**config.mk**
```make
export PLATFORM = sky130hd
export DESIGN_NAME = omem_acc_arbiter
export DESIGN_NICKNAME = d
export VERILOG_FILES = /design/src/rtl/omem_acc_arbiter.sv
export SDC_FILE = /design/constraint.sdc
export NUM_CORES = 1
export LEC_CHECK = 0
export ABC_AREA = 1
export BUFFER_PORTS_ARGS = -buffer_cell sky130_fd_sc_hd__buf_2
export CORE_MARGIN = 2
export CORE_UTILIZATION = 45
export DETAILED_ROUTE_END_ITERATION = 16
export PLACE_DENSITY = 0.65
export SLEW_MARGIN = 10
export SYNTH_ARGS = -nofsm -noshare
export SYNTH_HDL_FRONTEND = slang
export SYNTH_SLANG_ARGS = --single-unit
```
**constraint.sdc**
```tcl
create_clock -name CLK -period 4.6 [get_ports CLK]
set_input_delay 0.69 -clock CLK [delete_from_list [all_inputs] [get_ports CLK]]
set_output_delay 0.69 -clock CLK [all_outputs]
set_load 0.01 [all_outputs]
```
**src/rtl/omem_acc_arbiter.sv**
```systemverilog
// Owns the single OutputMemory port: buffers array result rows, overwrites or read-modify-write
// accumulates them, and shares the port with host read-out under a starvation guard.
module omem_acc_arbiter #(
    parameter int LANES      = 4,
    parameter int LANE_W     = 16,
    parameter int FIFO_DEPTH = 4,
    parameter int STARVE_MAX = 8
) (
    input  logic                    CLK,
    input  logic                    RSTN,
    input  logic                    Start,
    input  logic                    ACC_VALID,
    output logic                    ACC_READY,
    input  logic [LANES*LANE_W-1:0] ACC_DATA,
    input  logic [1:0]              ACC_ROW,
    input  logic [3:0]              ODST,
    input  logic                    ACC_FIRST,
    output logic                    WB_DONE,
    input  logic                    HOST_REQ,
    input  logic [5:0]              HOST_ADDR,
    output logic                    HOST_GNT,
    output logic                    HOST_RVALID,
    output logic [LANES*LANE_W-1:0] HOST_RDATA,
    output logic                    MEM_EN,
    output logic                    MEM_WE,
    output logic [5:0]              MEM_ADDR,
    output logic [LANES*LANE_W-1:0] MEM_WDATA,
    input  logic [LANES*LANE_W-1:0] MEM_RDATA
);
    localparam int WORD_W   = LANES * LANE_W;
    localparam int PTR_W    = (FIFO_DEPTH > 1) ? $clog2(FIFO_DEPTH) : 1;
    localparam int CNT_W    = $clog2(FIFO_DEPTH + 1);
    localparam int STARVE_W = $clog2(STARVE_MAX + 1);

    typedef enum logic {
        ST_IDLE,
        ST_RMW_WR
    } state_t;

    typedef struct packed {
        logic [WORD_W-1:0] data;
        logic [5:0]        addr;
        logic              first;
    } entry_t;

    state_t              state, next_state;
    entry_t              fifo_mem [FIFO_DEPTH];
    entry_t              head;
    logic [PTR_W-1:0]    wr_ptr, rd_ptr;
    logic [CNT_W-1:0]    count;
    logic [STARVE_W-1:0] starve_cnt;
    logic [WORD_W-1:0]   rmw_data;
    logic [5:0]          rmw_addr;
    logic [WORD_W-1:0]   rmw_sum;
    logic                fifo_empty;
    logic                host_win;
    logic                push, pop, latch_rmw, wr_row3;

    function automatic logic [PTR_W-1:0] ptr_next(input logic [PTR_W-1:0] p);
        return (p == PTR_W'(FIFO_DEPTH - 1)) ? '0 : p + 1'b1;
    endfunction

    // Readiness comes from the registered count only, so a same-cycle pop never reopens a full FIFO.
    assign ACC_READY  = (count < CNT_W'(FIFO_DEPTH));
    assign fifo_empty = (count == '0);
    assign push       = ACC_VALID && ACC_READY && !Start;
    assign head       = fifo_mem[rd_ptr];
    assign host_win   = HOST_REQ && (fifo_empty || starve_cnt == STARVE_W'(STARVE_MAX));
    assign HOST_RDATA = HOST_RVALID ? MEM_RDATA : '0;

    // NOTE: row storage has no reset; validity is tracked entirely by count/pointers.
    always_ff @(posedge CLK) begin
        if (push) begin
            fifo_mem[wr_ptr] <= '{data: ACC_DATA, addr: {ODST, ACC_ROW}, first: ACC_FIRST};
        end
    end

    // Lane-wise wrap-around add; each lane truncates independently so no carry crosses lanes.
    always_comb begin
        rmw_sum = '0;
        for (int k = 0; k < LANES; k++) begin
            rmw_sum[k*LANE_W +: LANE_W] = MEM_RDATA[k*LANE_W +: LANE_W] + rmw_data[k*LANE_W +: LANE_W];
        end
    end

    // NOTE: every output of this block is defaulted first so no path can infer a latch.
    always_comb begin
        next_state = state;
        HOST_GNT   = 1'b0;
        MEM_EN     = 1'b0;
        MEM_WE     = 1'b0;
        MEM_ADDR   = '0;
        MEM_WDATA  = '0;
        pop        = 1'b0;
        latch_rmw  = 1'b0;
        wr_row3    = 1'b0;
        if (Start) begin
            next_state = ST_IDLE;
        end else begin
            case (state)
                ST_IDLE: begin
                    if (host_win) begin
                        HOST_GNT = 1'b1;
                        MEM_EN   = 1'b1;
                        MEM_ADDR = HOST_ADDR;
                    end else if (!fifo_empty) begin
                        MEM_EN   = 1'b1;
                        MEM_ADDR = head.addr;
                        pop      = 1'b1;
                        if (head.first) begin
                            MEM_WE    = 1'b1;
                            MEM_WDATA = head.data;
                            wr_row3   = (head.addr[1:0] == 2'd3);
                        end else begin
                            latch_rmw  = 1'b1;
                            next_state = ST_RMW_WR;
                        end
                    end
                end
                ST_RMW_WR: begin
                    MEM_EN     = 1'b1;
                    MEM_WE     = 1'b1;
                    MEM_ADDR   = rmw_addr;
                    MEM_WDATA  = rmw_sum;
                    wr_row3    = (rmw_addr[1:0] == 2'd3);
                    next_state = ST_IDLE;
                end
                default: next_state = ST_IDLE;
            endcase
        end
    end

    // NOTE: state registers use non-blocking assignments so every flop samples pre-edge values.
    always_ff @(posedge CLK or negedge RSTN) begin
        if (!RSTN) begin
            state       <= ST_IDLE;
            wr_ptr      <= '0;
            rd_ptr      <= '0;
            count       <= '0;
            starve_cnt  <= '0;
            rmw_data    <= '0;
            rmw_addr    <= '0;
            WB_DONE     <= 1'b0;
            HOST_RVALID <= 1'b0;
        end else if (Start) begin
            state       <= ST_IDLE;
            wr_ptr      <= '0;
            rd_ptr      <= '0;
            count       <= '0;
            starve_cnt  <= '0;
            WB_DONE     <= 1'b0;
            HOST_RVALID <= 1'b0;
        end else begin
            state       <= next_state;
            WB_DONE     <= wr_row3;
            HOST_RVALID <= HOST_GNT;
            if (push) begin
                wr_ptr <= ptr_next(wr_ptr);
            end
            if (pop) begin
                rd_ptr <= ptr_next(rd_ptr);
            end
            case ({push, pop})
                2'b10:   count <= count + 1'b1;
                2'b01:   count <= count - 1'b1;
                default: count <= count;
            endcase
            if (latch_rmw) begin
                rmw_data <= head.data;
                rmw_addr <= head.addr;
            end
            // Only denied IDLE cycles age the host; RMW_WR cycles are not arbitration cycles.
            if (HOST_GNT) begin
                starve_cnt <= '0;
            end else if (state == ST_IDLE && HOST_REQ && starve_cnt != STARVE_W'(STARVE_MAX)) begin
                starve_cnt <= starve_cnt + 1'b1;
            end
        end
    end

endmodule

```
==> impl_results.md, run 1 <==
* Largest net degree at the start of global routing at between 100 and 150
* Worst Path Max Fanout at 62
* Drt pass-1 iters at 5
* Dpl hpwl at roughly 38,000 µm
* Remaining Overflow, GRT at 0
* Register area at roughly 0.011 mm²
* Final setup TNS at 0 ns
* Actual slew at the worst max-slew pin at ~1.2 ns
* Cell mode on critical path: buf_4
* Most common cell after layout, fill and taps aside: nand2_1
* Routed WL per cell at around 18 µm
* Seq/Total Area, Yosys at 54.7%
* Final Cycle Share at approximately nine tenths
* Synth area leaders: edfxtp_1 (44%), nand2_1 (14%), dfrtp_1 (11%)
* Lkg Pwr at 11.1 nW
* Final Net Count at 2,729
* Number of I/O port buffers at 285
* DIE HEIGHT at 212 µm
* I/O pin count at about 290
* Minimum clock period at 4.16 ns
* Vias in the first global route at between 10,000 and 15,000
* Highest-delay cell along the critical path: buf_4
* Mean area per synthesized cell at 8.62 µm²
* Yosys synthesis warning count at 0
* Seq cells post-synth at about 370
* Hold/Removal Path Class: in2async
* Logic pwr share at between 40% and 50%
* Routed wire length at 55,400 µm
* Worst Skew at about 0.026 ns
* Startpoint types: flip-flop
* Syn_nets at between 2,000 and 2,500
* Total Power at ~13 mW
* RSZ-0062 raised after global routing: false
* Mapped Area at ~0.02 mm²
* Switch share at a little over two fifths
* Finish-stage setup viols at 0
* Status: completed
* Max IR drop VDD at roughly 0.36 mV
* Area delta synth->final at 16.4%
* Initial antenna violation count at 25
* Post-synth top area share at between 40% and 50%
* Clock Power Share at between 20% and 30%
* P_sw at 5.64 mW
* Post-Syn Instances at between 2,000 and 2,500
* Internal Power at around 7.8 mW
* Worst skew pair latency at 0.56 ns
* Hold Buf Count CTS at 0
* First-pass GRT wire length at roughly 84,000 µm
* Kind of critical path: reg2out
* Critical path required time at slightly below 4 ns
* Initial Util at 45.3%
* Fillcell total at between 3,000 and 4,000
* Clock buffer depth at 3
* Gpl congestion at around 0.9
* Via count at roughly 16,000
* Inserted Clock Buffers at 40
* Core ar. at 0.0429 mm²
* Crit. Startpoint: rd_ptr[0]
* Reg power frac at roughly a third
* Row cnt at 76
* Crit-path cells: buf_4 -> buf_4 -> o21ai_0 -> o22ai_1 -> nor2_1 -> nor3_1 -> buf_2
* Antenna-violating nets left at 0
* Htree depth at 2
* Pwr Density at around 590 mW/mm²
* Area leader, netlist: edfxtp_1
* Final Hold Vio Count at 0
* Clock-pin slew on the worst setup and hold paths at 0.06 ns
* Proportion of layout cells with a drive suffix above 1 at 15.0%
* DRT iter0 DRCs at 1,132
* Residual DRC at 0
* DR vias/cell at about 5.1
* GRT Overall Usage at between 20% and 30%
* Die ar. at between 0.04 and 0.05 mm²
* CTS Root Cell: clkbuf_16
* Netlist cell types at 37
* Post-CTS sizing at 0
* Max Freq at 0.240 GHz
* Horiz. Die Dim at roughly 210 µm
* CTS tree: yes
* Max Cap Violations at 0
* FF-to-FF Start: state
* Worst setup EP type: output port
* Largest stage delay on the critical path at 0.63 ns
* Final Slew Violations at 0
* CTS Sinks at 368
* Post-CTS setup buffers at 0
* Area of the multi-input gates at approximately 0.0073 mm²
* Crit path arrival time at around 3.5 ns
* Normalized max-slew margin at around 21%
* Most frequent cells in the layout: nand2_1 (733), edfxtp_1 (284), buf_2 (284)
power groups by stage:
| stage | combinational (mW) | clock [mW] | sequential, mW |
|---|---|---|---|
| 3_5_place_dp | 6.03 | 0 | 4.45 |
| 3_3_place_gp | 5.94 | 0 | 4.43 |
| 4_1_cts | 6.07 | 3.09 | 4.38 |
| 5_1_grt | 6.80 | 3.21 | 4.43 |
| 6_report | 6.05 | 3.02 | 4.38 |
| 2_1_floorplan | 4.31 | 0 | 4.36 |
metal layers:
metal  GRT usage [%]  wire, µm
met1            31.8     23700
met2            42.6     27100
met3            4.73      3530
met4            6.39      1080
met5               0        92
through the flow:
stage          utilization (%)  cells  area (µm²)  setup WS [ns]  hold WS [ns]
3_3_place_gp              49.9   3054       21400           1.08         0.460
3_5_place_dp              49.9   3054       21400           1.08         0.463
2_1_floorplan                -   2255       19400          0.156         0.394
5_1_grt                   52.8   3131       22600          0.150         0.120
4_1_cts                   52.7   3127       22600          0.453        0.0979
6_report                  52.8   3132       22600          0.437         0.107
synth_stat cells (all sizes together):
library cell and instances:
edfxtp 284, clkbuf 40, buf 51, ha 67
xnor2 6, inv 291, o22ai 34, fa 5
o211ai 1, dfrtp 84, nand4 11, o22a 2
nor4 1, nand2 738, o21a 1, a32o 33
nor3 10, xor2 14, o21bai 1, and3 1
nand3b 4, o21ai 138, a31oi 3, and2 8
o31ai 3, nor2 246, nand3 96, a21oi 82
cell type report:
cell class | instances | share of cell area (%)
antenna | 5 | 0.0553
clock buffer | 55 | 4.81
clock inverter | 18 | 0.575
inverter | 291 | 4.85
multi-input combinational | 1505 | 32.2
sequential | 368 | 47.0
tap | 585 | 3.23
timing repair buffer | 305 | 7.26
registers in the layout, summed over array words and instances, names as in the netlist:
signal	count
fifo_mem	284
rmw_data	64
rmw_addr	6
starve_cnt	4
count	3
rd_ptr	2
wr_ptr	2
HOST_RVALID	1
WB_DONE	1
state	1
path summary, 6_finish.rpt:
| path | slack [ns] | endpoint | cells after the start |
|---|---|---|---|
| max in group asynchronous | 3.63 | rd_ptr[0] | 2 |
| min | 0.11 | rmw_data[31] | 1 |
| min in group CLK | 0.34 | fifo_mem[3][70] | 1 |
| max | 0.44 | MEM_WDATA[36] | 7 |
| max reg2reg | 1.84 | rmw_data[33] | 8 |
| min reg2reg | 0.48 | rmw_data[60] | 2 |
worst max-delay path, delay by kind of cell, from the launching register on:
kind	cells	cell delay [ns]
buf+inv	3	1.42
flops	1	0.62
compound gates	2	0.42
simple gates	2	0.39
logic make-up after synthesis:
| family | synth area share, % |
|---|---|
| compound gates | 8.88 |
| xor+xnor | 0.901 |
| fa+ha+maj | 4.83 |
| buf+inv | 8.02 |
| flops | 54.7 |
| simple gates | 22.7 |
No activity file was read; power rests on OpenSTA's default activity.
==> run 2, diff against run 1 <==
Settings changed: ABC_AREA 1 to unset, PLACE_DENSITY 0.65 to 0.66.
==> run 2 against run 1 <==
Against the previous run: clock-buffer cell count decreased by 1; wire length decreased by 19%; die area shrank 8.4%; critical endpoint is now MEM_WDATA[46]; largest cell class unchanged.
==> impl_results.md, run 2 <==
* Final Slew Violations at 0 (unchanged)
* Initial Util at 45.8% (+0.43 points)
* Number of I/O port buffers at 285 (unchanged)
* Worst Path Max Fanout at 5 (-92%)
* Top-count cell post-synth: edfxtp_1
* Mean area per synthesized cell at 14.4 µm² (+67%)
* Finish-stage setup viols at 0 (unchanged)
* Htree depth at 2 (unchanged)
* Seq cells post-synth at 368 (unchanged)
* EDFF count, synth at 284 (unchanged)
* DR vias/cell at 5.57 (+8.7%)
* Lkg Pwr at 8.34 nW (-25%)
* Residual DRC at 0 (unchanged)
* Startpoint types: flip-flop
* Critical path required time at 3.91 ns (about the same)
* Max Cap Violations at 0 (unchanged)
* Routed wire length at 45,000 µm (-19%)
* Worst setup EP type: output port
* Post-CTS sizing at 0 (unchanged)
* Total Power at 12.7 mW (-5.4%)
* Area delta synth->final at 18.9%
* Kind of critical path: reg2out
* Synth async-reset ratio at 22.8% (unchanged)
* Final Cycle Share at 85.4% (-5.1 points)
* Actual slew at the worst max-slew pin at 1.01 ns (-0.168 ns)
* Largest regs: fifo_mem (284), rmw_data (64), rmw_addr (6)
* Inserted Clock Buffers at 40 (unchanged)
* Syn_nets at 1,450 (-41%)
* Core ar. at 0.0388 mm² (-9.5%)
* Seq/Total Area, Yosys at 59.8% (+5.1 points)
* Post-CTS setup buffers at 0 (unchanged)
* CTS tree: yes
* DRT iter0 DRCs at 837 (-26%)
* Yosys synthesis warning count at 0 (unchanged)
* Max Freq at 0.255 GHz (+6.0%)
* Final Net Count at 1,746 (-36%)
* Clock-pin slew on the worst setup and hold paths at 0.06 ns (about the same)
* Row cnt at 72 (-5.3%)
* Finished Core Util at 54.4% (+1.6 points)
* Dpl hpwl at 30,400 µm (-21%)
* Via count at 11,600 (-28%)
* Fillcell total at 3,282 (-18%)
* Mapped Area at 0.0178 mm² (-8.6%)
* Reg with most FFs: fifo_mem
* Largest net degree at the start of global routing at 74 (-47%)
* DIE HEIGHT at 203 µm (-4.3%)
* GRT Overall Usage at 22.2% (-2.5 points)
* CTS Sinks at 368 (unchanged)
* Area leader, netlist: edfxtp_1
* Status: completed
* I/O pin count at 286 (unchanged)
* Number of flip-flops in the largest register at 284 (unchanged)
* Primary FF master, synth: edfxtp_1
* Most frequent cells in the layout: edfxtp_1 (284), buf_2 (284), dfrtp_1 (80)
* Remaining Overflow, GRT at 0 (unchanged)
* Vias in the first global route at 11,700 (-22%)
* Horiz. Die Dim at 203 µm (-4.3%)
* Initial antenna violation count at 8 (-68%)
* Hold Buf Count CTS at 0 (unchanged)
* Final setup TNS at 0 ns (unchanged)
* Crit path arrival time at 3.24 ns (-0.23 ns)
* Die ar. at 0.0411 mm² (-8.4%)
* CTS Root Cell: clkbuf_16
* Proportion of layout cells with a drive suffix above 1 at 30.2% (+15 points)
* Worst skew pair latency at 0.53 ns (-0.03 ns)
* Post-synth top area share at 48.0% (+4.1 points)
* Most frequent cells after synthesis: edfxtp_1 (284), dfrtp_1 (84), nor2_1 (73), and2_1 (71), mux4_2 (71)
* Routed WL per cell at 21.7 µm (+22%)
* RSZ-0062 raised after global routing: false
* Antenna-violating nets left at 0 (unchanged)
* First-pass GRT wire length at 68,900 µm (-18%)
* Drt pass-1 iters at 8 (+3)
* Minimum clock period at 3.93 ns (-0.236 ns)
* Normalized max-slew margin at 32.7% (+11 points)
* Hold/Removal Path Class: in2async
* Gpl congestion at 0.867 (-6.1%)
* Synth area leaders: edfxtp_1 (48%), dfrtp_1 (12%), mux4_2 (9.0%)
* Netlist cell types at 64 (+73%)
* Pwr Density at 603 mW/mm² (+1.3%)
* Max IR drop VDD at 0.356 mV (-1.7%)
* Worst Skew at 0.0178 ns (-0.00802 ns)
* Post-Syn Instances at 1,232 (-45%)
* Final Hold Vio Count at 0 (unchanged)
* Clock buffer depth at 3 (unchanged)
run 2: changes by cell type in the layout (fill, tap and decap cells not counted), moves of 21 or more:
cell	before	now
nand2_1	733	70
nand3_1	95	11
mux4_2	0	71
mux2i_1	0	22
o22ai_1	34	3
o21ai_0	98	50
inv_1	283	34
a32o_1	33	0
mux2_1	0	53
and2_1	8	67
xnor2_1	6	27
nor2_1	241	73
o21ai_1	40	1
run 2: worst max-delay path, stage by stage, from the launching register on:
cell and delay [ns]:
dfrtp_1 0.35, ha_1 0.20, inv_1 0.07, fa_1 0.40
nor2b_1 0.16, o2111ai_1 0.17, a31oi_1 0.57, a211oi_1 0.20
o21a_1 0.22, o31ai_1 0.18, buf_2 0.16
run 2: routing by layer:
metal,share of wire [%],track usage (%),up-vias
met5,0.089,0,-
met4,1.5,4.61,6
met3,6.2,3.88,59
met2,48,37.6,384
met1,44,30.1,5787
li1,-,-,5336
run 2: per-stage QoR:
step	setup slack [ns]	instances	cell area (µm²)	hold slack, ns
after global placement	0.793	2004	19800	0.467
after floorplan	1.40	1232	17800	0.394
after CTS	0.656	2076	21100	0.298
final	0.673	2079	21100	0.286
after detailed placement	0.739	2004	19800	0.479
after global routing	0.471	2078	21100	0.327
run 2: worst paths after layout:
| check | slack [ns] | startpoint | end | cells past startpoint |
|---|---|---|---|---|
| max in group asynchronous | 3.31 | RSTN | rmw_data[63] | 2 |
| setup reg to reg | 1.57 | state | rmw_data[62] | 6 |
| setup / recovery | 0.67 | rmw_data[32] | MEM_WDATA[46] | 10 |
| hold reg to reg | 0.49 | rmw_addr[2] | rmw_addr[2] | 1 |
| min in group CLK | 0.37 | ODST[0] | fifo_mem[2][3] | 1 |
| hold / removal | 0.29 | RSTN | rmw_addr[0] | 1 |
run 2: logic make-up (layout without fill, tap and decap cells):
logic type	count (synthesis)	after routing	share of synthesized area (%)
DFF	368	368	59.8
adders and majority gates	72	72	5.28
buffers and inverters	87	413	2.23
xor gates and xnor gates	49	49	2.42
AOI/OAI and AO/OA	216	216	7.90
and+or+nand+nor	279	279	7.79
other	0	3	0
muxes	161	161	14.6
run 2: area by class of cell:
| type | count | area, µm² | share of cell area [%] |
|---|---|---|---|
| repair buffers | 306 | 1610 | 7.63 |
| multi-input cells | 777 | 6760 | 32.0 |
| clock inverters | 18 | 226 | 1.07 |
| inverters | 35 | 131 | 0.622 |
| flip-flops and latches | 368 | 10600 | 50.4 |
| well taps | 518 | 648 | 3.07 |
| diodes | 3 | 7.51 | 0.0355 |
| clock buffers | 54 | 1090 | 5.18 |
run 2: power breakdown:
part           internal (mW)  switching, mW  total [mW]
logic                   2.19           2.88        5.07
clock network           1.95           1.27        3.22
registers               4.12          0.314        4.43
total                   8.26           4.46        12.7
